<file path="src/rtl/pc_redirect_unit_pkg.sv">
// Shared encodings for the IF-stage PC redirect logic: EX NextType codes and
// the fetch-control FSM states.
package pc_redirect_unit_pkg;

    localparam logic [1:0] NT_SEQ     = 2'b00;
    localparam logic [1:0] NT_PRED_OK = 2'b01;
    localparam logic [1:0] NT_MISPRED = 2'b10;
    localparam logic [1:0] NT_JUMP    = 2'b11;

    typedef enum logic [1:0] {
        BOOT    = 2'b00,
        RUN     = 2'b01,
        RECOVER = 2'b10
    } state_e;

    // Mispredicts and jumps are the only NextTypes that steer fetch away.
    function automatic logic is_redirect_type(input logic [1:0] nt);
        return (nt == NT_MISPRED) || (nt == NT_JUMP);
    endfunction

endpackage

</file>
<file path="src/rtl/pc_redirect_unit_sat_counter.sv">
// Saturating event counter: counts up on inc and sticks at all-ones.
module sat_counter #(
    parameter int CNT_W = 16
) (
    input  logic             clk,
    input  logic             rst,
    input  logic             inc,
    output logic [CNT_W-1:0] cnt
);

    logic [CNT_W-1:0] cnt_reg;

    always_ff @(posedge clk or posedge rst) begin
        if (rst) begin
            cnt_reg <= '0;
        end else if (inc && (cnt_reg != {CNT_W{1'b1}})) begin
            cnt_reg <= cnt_reg + CNT_W'(1);
        end
    end

    assign cnt = cnt_reg;

endmodule

</file>
<file path="src/rtl/pc_redirect_unit.sv">
// IF-stage PC register, next-PC selector, redirect/flush control and
// redirect event counters.
module pc_redirect_unit
    import pc_redirect_unit_pkg::*;
#(
    parameter int               WIDTH    = 32,
    parameter logic [WIDTH-1:0] RESET_PC = WIDTH'(32'h0000_3000),
    parameter int               CNT_W    = 16
) (
    input  logic             clk,
    input  logic             rst,
    input  logic [1:0]       next_type,
    input  logic [WIDTH-1:0] recover_pc,
    input  logic [WIDTH-1:0] jump_pc,
    input  logic             id_pred_taken,
    input  logic [WIDTH-1:0] id_pred_target,
    input  logic             stall,
    output logic [WIDTH-1:0] pc,
    output logic             if_valid,
    output logic             flush_ifid,
    output logic             flush_idex,
    output logic [CNT_W-1:0] mispred_cnt,
    output logic [CNT_W-1:0] jump_cnt,
    output logic [CNT_W-1:0] branch_cnt
);

    localparam logic [WIDTH-1:0] ALIGN_MASK = ~WIDTH'(3);
    localparam int               N_CNT      = 3;

    state_e           state_reg, state_next;
    logic [WIDTH-1:0] pc_reg, pc_next;
    logic             if_valid_reg;
    logic             redirect;
    logic             pred_redirect;

    assign redirect      = is_redirect_type(next_type) && (state_reg != BOOT);
    // ID-stage taken prediction only applies when ID holds a real instruction.
    assign pred_redirect = id_pred_taken && (state_reg == RUN) && !stall && !redirect;

    always_comb begin
        state_next = state_reg;
        unique case (state_reg)
            BOOT:    state_next = RUN;
            RUN:     state_next = redirect ? RECOVER : RUN;
            RECOVER: state_next = redirect ? RECOVER : RUN;
            default: state_next = BOOT;
        endcase
    end

    // A redirect wins over stall: the stalled younger instructions get flushed.
    always_comb begin
        pc_next = pc_reg + WIDTH'(4);
        if (next_type == NT_JUMP) begin
            pc_next = jump_pc & ALIGN_MASK;
        end else if (next_type == NT_MISPRED) begin
            pc_next = recover_pc & ALIGN_MASK;
        end else if (stall) begin
            pc_next = pc_reg;
        end else if (id_pred_taken && (state_reg == RUN)) begin
            pc_next = id_pred_target & ALIGN_MASK;
        end
    end

    always_ff @(posedge clk or posedge rst) begin
        if (rst) begin
            state_reg    <= BOOT;
            pc_reg       <= RESET_PC;
            if_valid_reg <= 1'b0;
        end else begin
            state_reg    <= state_next;
            pc_reg       <= pc_next;
            if_valid_reg <= !redirect;
        end
    end

    assign pc         = pc_reg;
    assign if_valid   = if_valid_reg;
    assign flush_idex = redirect && !rst;
    assign flush_ifid = (redirect || pred_redirect) && !rst;

    logic [N_CNT-1:0] cnt_inc;
    logic [CNT_W-1:0] cnt_val [N_CNT];

    assign cnt_inc[0] = (state_reg != BOOT) && (next_type == NT_MISPRED);
    assign cnt_inc[1] = (state_reg != BOOT) && (next_type == NT_JUMP);
    assign cnt_inc[2] = (state_reg != BOOT) &&
                        ((next_type == NT_PRED_OK) || (next_type == NT_MISPRED));

    generate
        for (genvar gi = 0; gi < N_CNT; gi++) begin : g_cnt
            sat_counter #(
                .CNT_W (CNT_W)
            ) u_cnt (
                .clk (clk),
                .rst (rst),
                .inc (cnt_inc[gi]),
                .cnt (cnt_val[gi])
            );
        end
    endgenerate

    assign mispred_cnt = cnt_val[0];
    assign jump_cnt    = cnt_val[1];
    assign branch_cnt  = cnt_val[2];

endmodule

</file>
<file path="config.mk">
export PLATFORM = sky130hd
export DESIGN_NAME = pc_redirect_unit
export DESIGN_NICKNAME = d
export VERILOG_FILES = /design/src/rtl/pc_redirect_unit_pkg.sv /design/src/rtl/pc_redirect_unit_sat_counter.sv /design/src/rtl/pc_redirect_unit.sv
export SDC_FILE = /design/constraint.sdc
export NUM_CORES = 1
export LEC_CHECK = 0
export ABC_AREA = 1
export CORE_MARGIN = 4
export CORE_UTILIZATION = 65
export DETAILED_ROUTE_END_ITERATION = 8
export DONT_BUFFER_PORTS = 1
export GPL_TIMING_DRIVEN = 0
export PLACE_DENSITY = 0.81
export SETUP_SLACK_MARGIN = 0.2
export SYNTH_ARGS = -nofsm -noshare
export SYNTH_HDL_FRONTEND = slang
export SYNTH_SLANG_ARGS = --single-unit
</file>
<file path="constraint.sdc">
create_clock -name clk -period 4.9 [get_ports clk]
set_input_delay 0.98 -clock clk [delete_from_list [all_inputs] [get_ports clk]]
set_output_delay 0.98 -clock clk [all_outputs]
set_load 0.01 [all_outputs]
</file>
==> results.toml, run 1 <==
[run_status]
status = "finished clean"

[critical_path]
crit_cells = 7
path_cells = "inv_1 > ha_1 > nand2_1 > inv_1 > clkbuf_1 > nand2_1 > a21oi_1"
r2r-end = "pc[16]$_DFFE_PP0P_"
reg2reg_slack_ps = 2870
cp.required_ps = 3920
reg2regPathDepth = 11
slowest_delay_ps = 430
cp_max_fo = 10
endpoint = "flush_ifid"
startpoint_type = "register"
crit_path_top_delay_cell = "clkbuf_1"
cp_num_buf_inv = 3
critical_path.top_delay_family = "buffers and inverters"
crit_type = "reg -> out"
critical_path.endpoint_type = "output port"
crit_arrival_ps = 2020
cp-startpoint = "state_reg[1]$_DFF_PP0_"
rr_startpoint = "pc[2]$_DFFE_PP0P_"

[global_routing]
first_global_vias = 5503
top_usage_layer = "met2"
met1_usage_pct = 39.1
use_met2_pct = 54.1
grt_max_degree = 73
grt-ovfl-total = 0
grt_pass1_wl_um = 26100
antenna_found_initial = 0
grt_use_met3_pct = 7.30
gr-usage-all-layers_pct = 31.9

[pwr]
power.density_nw_per_um2 = 429
total_power_uw = 2590
ir_drop_mv = 0.332
p_leak_uw = 0.00290

[timing]
clock_skew_ps = 12.1
hold-worst-slack_ps = 385
fmax_ghz = 0.333
fin_crit_sh_pct = 61.3
period_minus_slack_ps = 3000
relSlewSlack_pct = 57.1
final.setup.tns_ps = 0
grt_setup_unrepaired = "no"
final_hold_viol_count = 0
worst_slew_pin_slew_ps = 644
setup_viol = 0
slew_violations = 0
setup_slack_ps = 1900

[place]
place_hpwl_um = 12400
io_buffers = 0
post-place-ws_ps = 1900
gp_congestion = 0.931
placed_area_um2 = 5820

[final_layout]
antenna_cells = 0
final_common_cell = "nand2_1"
fillers = 716
nNetsFinal = 975
fin_area_um2 = 6040
final_cell_mix = "249 x nand2_1, 149 x nor2_1, 79 x dfrtp_1"
area_delta_synth_final_pct = 6.77
drive_above_1_share_pct = 6.79
largest_register_ffs = 48

[floorplan]
fp.dieArea_um2 = 10300
fp.dieH_um = 101
io_pins = 185
fp.dieW_um = 101
core_um2 = 8340
rows = 33
initial_core_util_pct = 67.8

[route]
drt_iter0_drc = 277
firstDrtPassIters = 5
viasPerCell = 5.81
drt-wirelength-per-cell_um = 16.6
detail-route-antenna-nets = 0
drcViolationCount = 0
routed_wl_um = 16200
vias = 5660

[flow_run]
maxCapViolations = 0

[synthesis]
netlist_area_um2 = 5660
syn_area_per_cell_um2 = 6.65
synthDistinctLibCells = 40
synth_seq_cells = 81
yosys_warnings = 0
seq_area_frac_synth_pct = 35.9
syn-instance-count = 851

[clock_tree]
clkLatencyLatePin_ps = 360
clockBufferDepth = 2
clk_pin_slew_ps = 90
cts_hold_buf = 0
postCtsSetupBuffers = 0
cts_tree = "built"
numCtsBuffers = 9
cts.sinks = 81
cts-root-buf = "clkbuf_8"
cts-resized-gates = 0
h-tree-depth = 3

[worst_hold_path]
hp-class = "in -> async"
==> per-layer routing <==
metal / share of wire, % / vias to the layer above
li1: - / 2720
met1: 36 / 2595
met2: 50 / 286
met3: 9.9 / 59
met4: 4.1 / 0
met5: 0 / -
==> worst min-delay path by stage <==
stage,depth (start not counted),endpoint
final,1,g_cnt[1].u_cnt.cnt[14]$_DFFE_PP0P_
after global routing,1,g_cnt[1].u_cnt.cnt[14]$_DFFE_PP0P_
after CTS,1,g_cnt[1].u_cnt.cnt[14]$_DFFE_PP0P_
after detailed placement,2,pc[12]$_DFFE_PP1P_
after global placement,2,pc[12]$_DFFE_PP1P_
after floorplan,2,pc[12]$_DFFE_PP1P_
==> Yosys cell counts <==
cell type	number	share of area (%)
nand2_1	249	17
nor2_1	149	9.9
dfrtp_1	79	35
inv_1	79	5.2
nand3_1	57	5.0
o21ai_0	40	3.5
a21oi_1	36	3.2
xor2_1	30	4.6
nor3_1	19	1.7
clkbuf_1	17	1.1
xnor2_1	12	1.9
nand2_2	10	1.1
nand4_1	10	1.1
ha_1	9	2.0
buf_2	6	0.53
nor2_4	6	1.2
o21ai_2	5	0.77
o211ai_1	3	0.40
o21ai_1	3	0.27
o22ai_1	3	0.33
and2_1	2	0.22
buf_4	2	0.27
dfstp_2	2	0.93
nand3_2	2	0.35
nor2_2	2	0.22
nor3_2	2	0.35
nor3b_1	2	0.27
nor4_1	2	0.22
o21bai_1	2	0.27
a22oi_1	1	0.13
a31oi_1	1	0.11
a32oi_1	1	0.15
and2_4	1	0.15
buf_6	1	0.20
buf_8	1	0.27
conb_1	1	0.066
inv_2	1	0.066
nand3b_1	1	0.13
o21a_1	1	0.13
or2_2	1	0.11
==> area by class of cell <==
class | instances | area [µm²] | share of cell area, %
tap | 105 | 131 | 2.18
buffer | 27 | 135 | 2.24
sequential | 81 | 2030 | 33.6
clock inverter | 6 | 90.1 | 1.49
clock buffer | 10 | 128 | 2.11
multi-input combinational | 664 | 3200 | 52.9
timing repair buffer | 1 | 27.5 | 0.456
inverter | 80 | 303 | 5.01
==> logic make-up after synthesis <==
| family | Yosys count | synth area share [%] |
|---|---|---|
| compound gates | 96 | 9.29 |
| xor+xnor | 42 | 6.50 |
| fa+ha+maj | 9 | 1.99 |
| buf+inv | 107 | 7.70 |
| flops | 81 | 35.9 |
| other cells | 1 | 0.0663 |
| simple gates | 515 | 38.6 |
==> where the power goes <==
part | switching [µW] | total, µW | internal [µW] | leakage (µW)
Combinational | 552 | 862 | 311 | 0.00180
Sequential | 339 | 1170 | 835 | 0.000998
Clock | 265 | 555 | 289 | 0.000107
Total | 1160 | 2590 | 1440 | 0.00290
==> through the flow <==
stage	instances	utilization, %
2_1_floorplan	852	-
3_3_place_gp	957	69.4
3_5_place_dp	958	69.8
4_1_cts	974	72.4
5_1_grt	974	72.4
6_report	974	72.4
Note: power is estimated with default switching activity, not from simulation.
==> run 2, diff against run 1 <==
--- a/config.mk
+++ b/config.mk
@@ -7,11 +7,11 @@
 export LEC_CHECK = 0
 export ABC_AREA = 1
 export CORE_MARGIN = 4
-export CORE_UTILIZATION = 65
+export CORE_UTILIZATION = 58
 export DETAILED_ROUTE_END_ITERATION = 8
 export DONT_BUFFER_PORTS = 1
 export GPL_TIMING_DRIVEN = 0
-export PLACE_DENSITY = 0.81
+export PLACE_DENSITY = 0.76
 export SETUP_SLACK_MARGIN = 0.2
 export SYNTH_ARGS = -nofsm -noshare
 export SYNTH_HDL_FRONTEND = slang
==> constraint.sdc (replaced) <==
create_clock -name clk -period 2.7 [get_ports clk]
set_input_delay 0.54 -clock clk [delete_from_list [all_inputs] [get_ports clk]]
set_output_delay 0.54 -clock clk [all_outputs]
set_load 0.01 [all_outputs]
==> results.toml, run 2 (synthesized netlist as in run 1, its figures left out) <==
[global_routing]
gr-usage-all-layers_pct = 29.4
grt_max_degree = 41
grt-ovfl-total = 0
antenna_found_initial = 0
grt_pass1_wl_um = 26900
first_global_vias = 5474

[timing]
final.setup.tns_ps = 0
setup_viol = 0
clock_skew_ps = 12.2
relSlewSlack_pct = 57.0
fmax_ghz = 0.418
worst_slew_pin_slew_ps = 644
grt_setup_unrepaired = "no"
slew_violations = 0
fin_crit_sh_pct = 88.6
period_minus_slack_ps = 2390
final_hold_viol_count = 0

[floorplan]
rows = 35
core_um2 = 9370
fp.dieH_um = 107
initial_core_util_pct = 60.4
fp.dieW_um = 107
fp.dieArea_um2 = 11400
io_pins = 185

[place]
place_hpwl_um = 12700
gp_congestion = 0.975
dp_cells = 983
io_buffers = 0

[route]
firstDrtPassIters = 5
viasPerCell = 5.65
detail-route-antenna-nets = 0
drt_iter0_drc = 384
drt-wirelength-per-cell_um = 16.6
routed_wl_um = 16600
drcViolationCount = 0
vias = 5640

[clock_tree]
numCtsBuffers = 9
clkLatencyLatePin_ps = 360
postCtsSetupBuffers = 0
clk_pin_slew_ps = 90
cts_tree = "built"
cts.sinks = 81
h-tree-depth = 3
cts-root-buf = "clkbuf_8"
clockBufferDepth = 2

[critical_path]
path_cells = "inv_1 > ha_1 > nand2_1 > inv_1 > clkbuf_2 > nand2_1 > a21oi_2"
crit_cells = 7
crit_type = "reg -> out"
critical_path.endpoint_type = "output port"
startpoint_type = "register"
cp_max_fo = 10
slowest_delay_ps = 400
critical_path.top_delay_family = "buffers and inverters"
reg2regPathDepth = 12
reg2reg_slack_ps = 720
rr_startpoint = "pc[3]$_DFFE_PP0P_"
cp-startpoint = "state_reg[1]$_DFF_PP0_"
crit_arrival_ps = 1850
cp_num_buf_inv = 3
endpoint = "flush_ifid"
cp.required_ps = 2160
crit_path_top_delay_cell = "dfrtp_1"
r2r-end = "pc[24]$_DFFE_PP0P_"

[final_layout]
antenna_cells = 0
nNetsFinal = 977
area_delta_synth_final_pct = 7.34
layoutNonFillerInstCount = 999
postLayoutCoreUtil_pct = 64.8
seq_area_um2 = 2030
fillers = 885
final_common_cell = "nand2_1"
largest_register_ffs = 48
multi_input_comb_area_um2 = 3200
drive_above_1_share_pct = 7.13
final_cell_mix = "249 x nand2_1, 149 x nor2_1, 79 x dfrtp_1"

[pwr]
p_comb_share_pct = 33.9
power.switching_uw = 2110
p_int_uw = 2510
p_leak_uw = 0.00290
switching_share_pct = 45.6
power.density_nw_per_um2 = 760
ir_drop_mv = 0.631
power_frac_seq_pct = 46.2
p_clk_share_pct = 20.0

[worst_hold_path]
hp-class = "in -> reg"

[flow_run]
maxCapViolations = 0

[run_status]
status = "finished clean"
## run 2: power groups by stage
stage | combinational, µW | clock (µW) | sequential [µW]
2_1_floorplan | 1230 | 0 | 2000
3_3_place_gp | 1480 | 0 | 2140
3_5_place_dp | 1540 | 0 | 2150
4_1_cts | 1550 | 934 | 2130
5_1_grt | 1790 | 991 | 2190
6_report | 1560 | 921 | 2130
## run 2: worst min-delay path by stage
stage / endpoint / depth (start not counted) / slack, ps / start
floorplan: pc[12]$_DFFE_PP1P_ / 2 / 500 / pc[12]$_DFFE_PP1P_
CTS: pc[6]$_DFFE_PP0P_ / 2 / 330 / jump_pc[6]
detailed placement: g_cnt[1].u_cnt.cnt[14]$_DFFE_PP0P_ / 1 / 380 / rst
global route: pc[6]$_DFFE_PP0P_ / 2 / 330 / jump_pc[6]
global placement: pc[12]$_DFFE_PP1P_ / 2 / 510 / pc[12]$_DFFE_PP1P_
finish: pc[6]$_DFFE_PP0P_ / 2 / 340 / jump_pc[6]
## run 2: per-stage QoR
step	hold slack, ps	power [µW]	worst slack [ps]	area [µm²]
2_1_floorplan	498	3230	758	5660
3_3_place_gp	514	3620	539	5830
5_1_grt	333	4970	209	6070
6_report	338	4620	307	6070
3_5_place_dp	379	3690	527	5870
4_1_cts	332	4620	310	6070
## run 2: per-layer routing
metal  global-route usage (%)  up-vias  wire, µm
met5                        0        -         0
met4                     13.3        0       599
met3                     7.65       45      1730
met2                     49.6      267      8170
met1                     35.3     2609      6060
li1                         -     2719         -
## run 2: repair_timing
action | CTS | global route
hold endpoints to repair | 11 | 0
endpoints found under the setup margin | 1 | 1
gates resized for setup | 1 | 1
hold buffers | 1 | 0
## run 2: area by class of cell
type,instances,share of cell area (%)
Clock inverter,6,1.11
Sequential cell,81,33.4
Buffer,27,2.25
Multi-Input combinational cell,664,52.7
Clock buffer,9,2.04
Inverter,80,5.01
Tap cell,129,2.66
Timing Repair Buffer,3,0.824
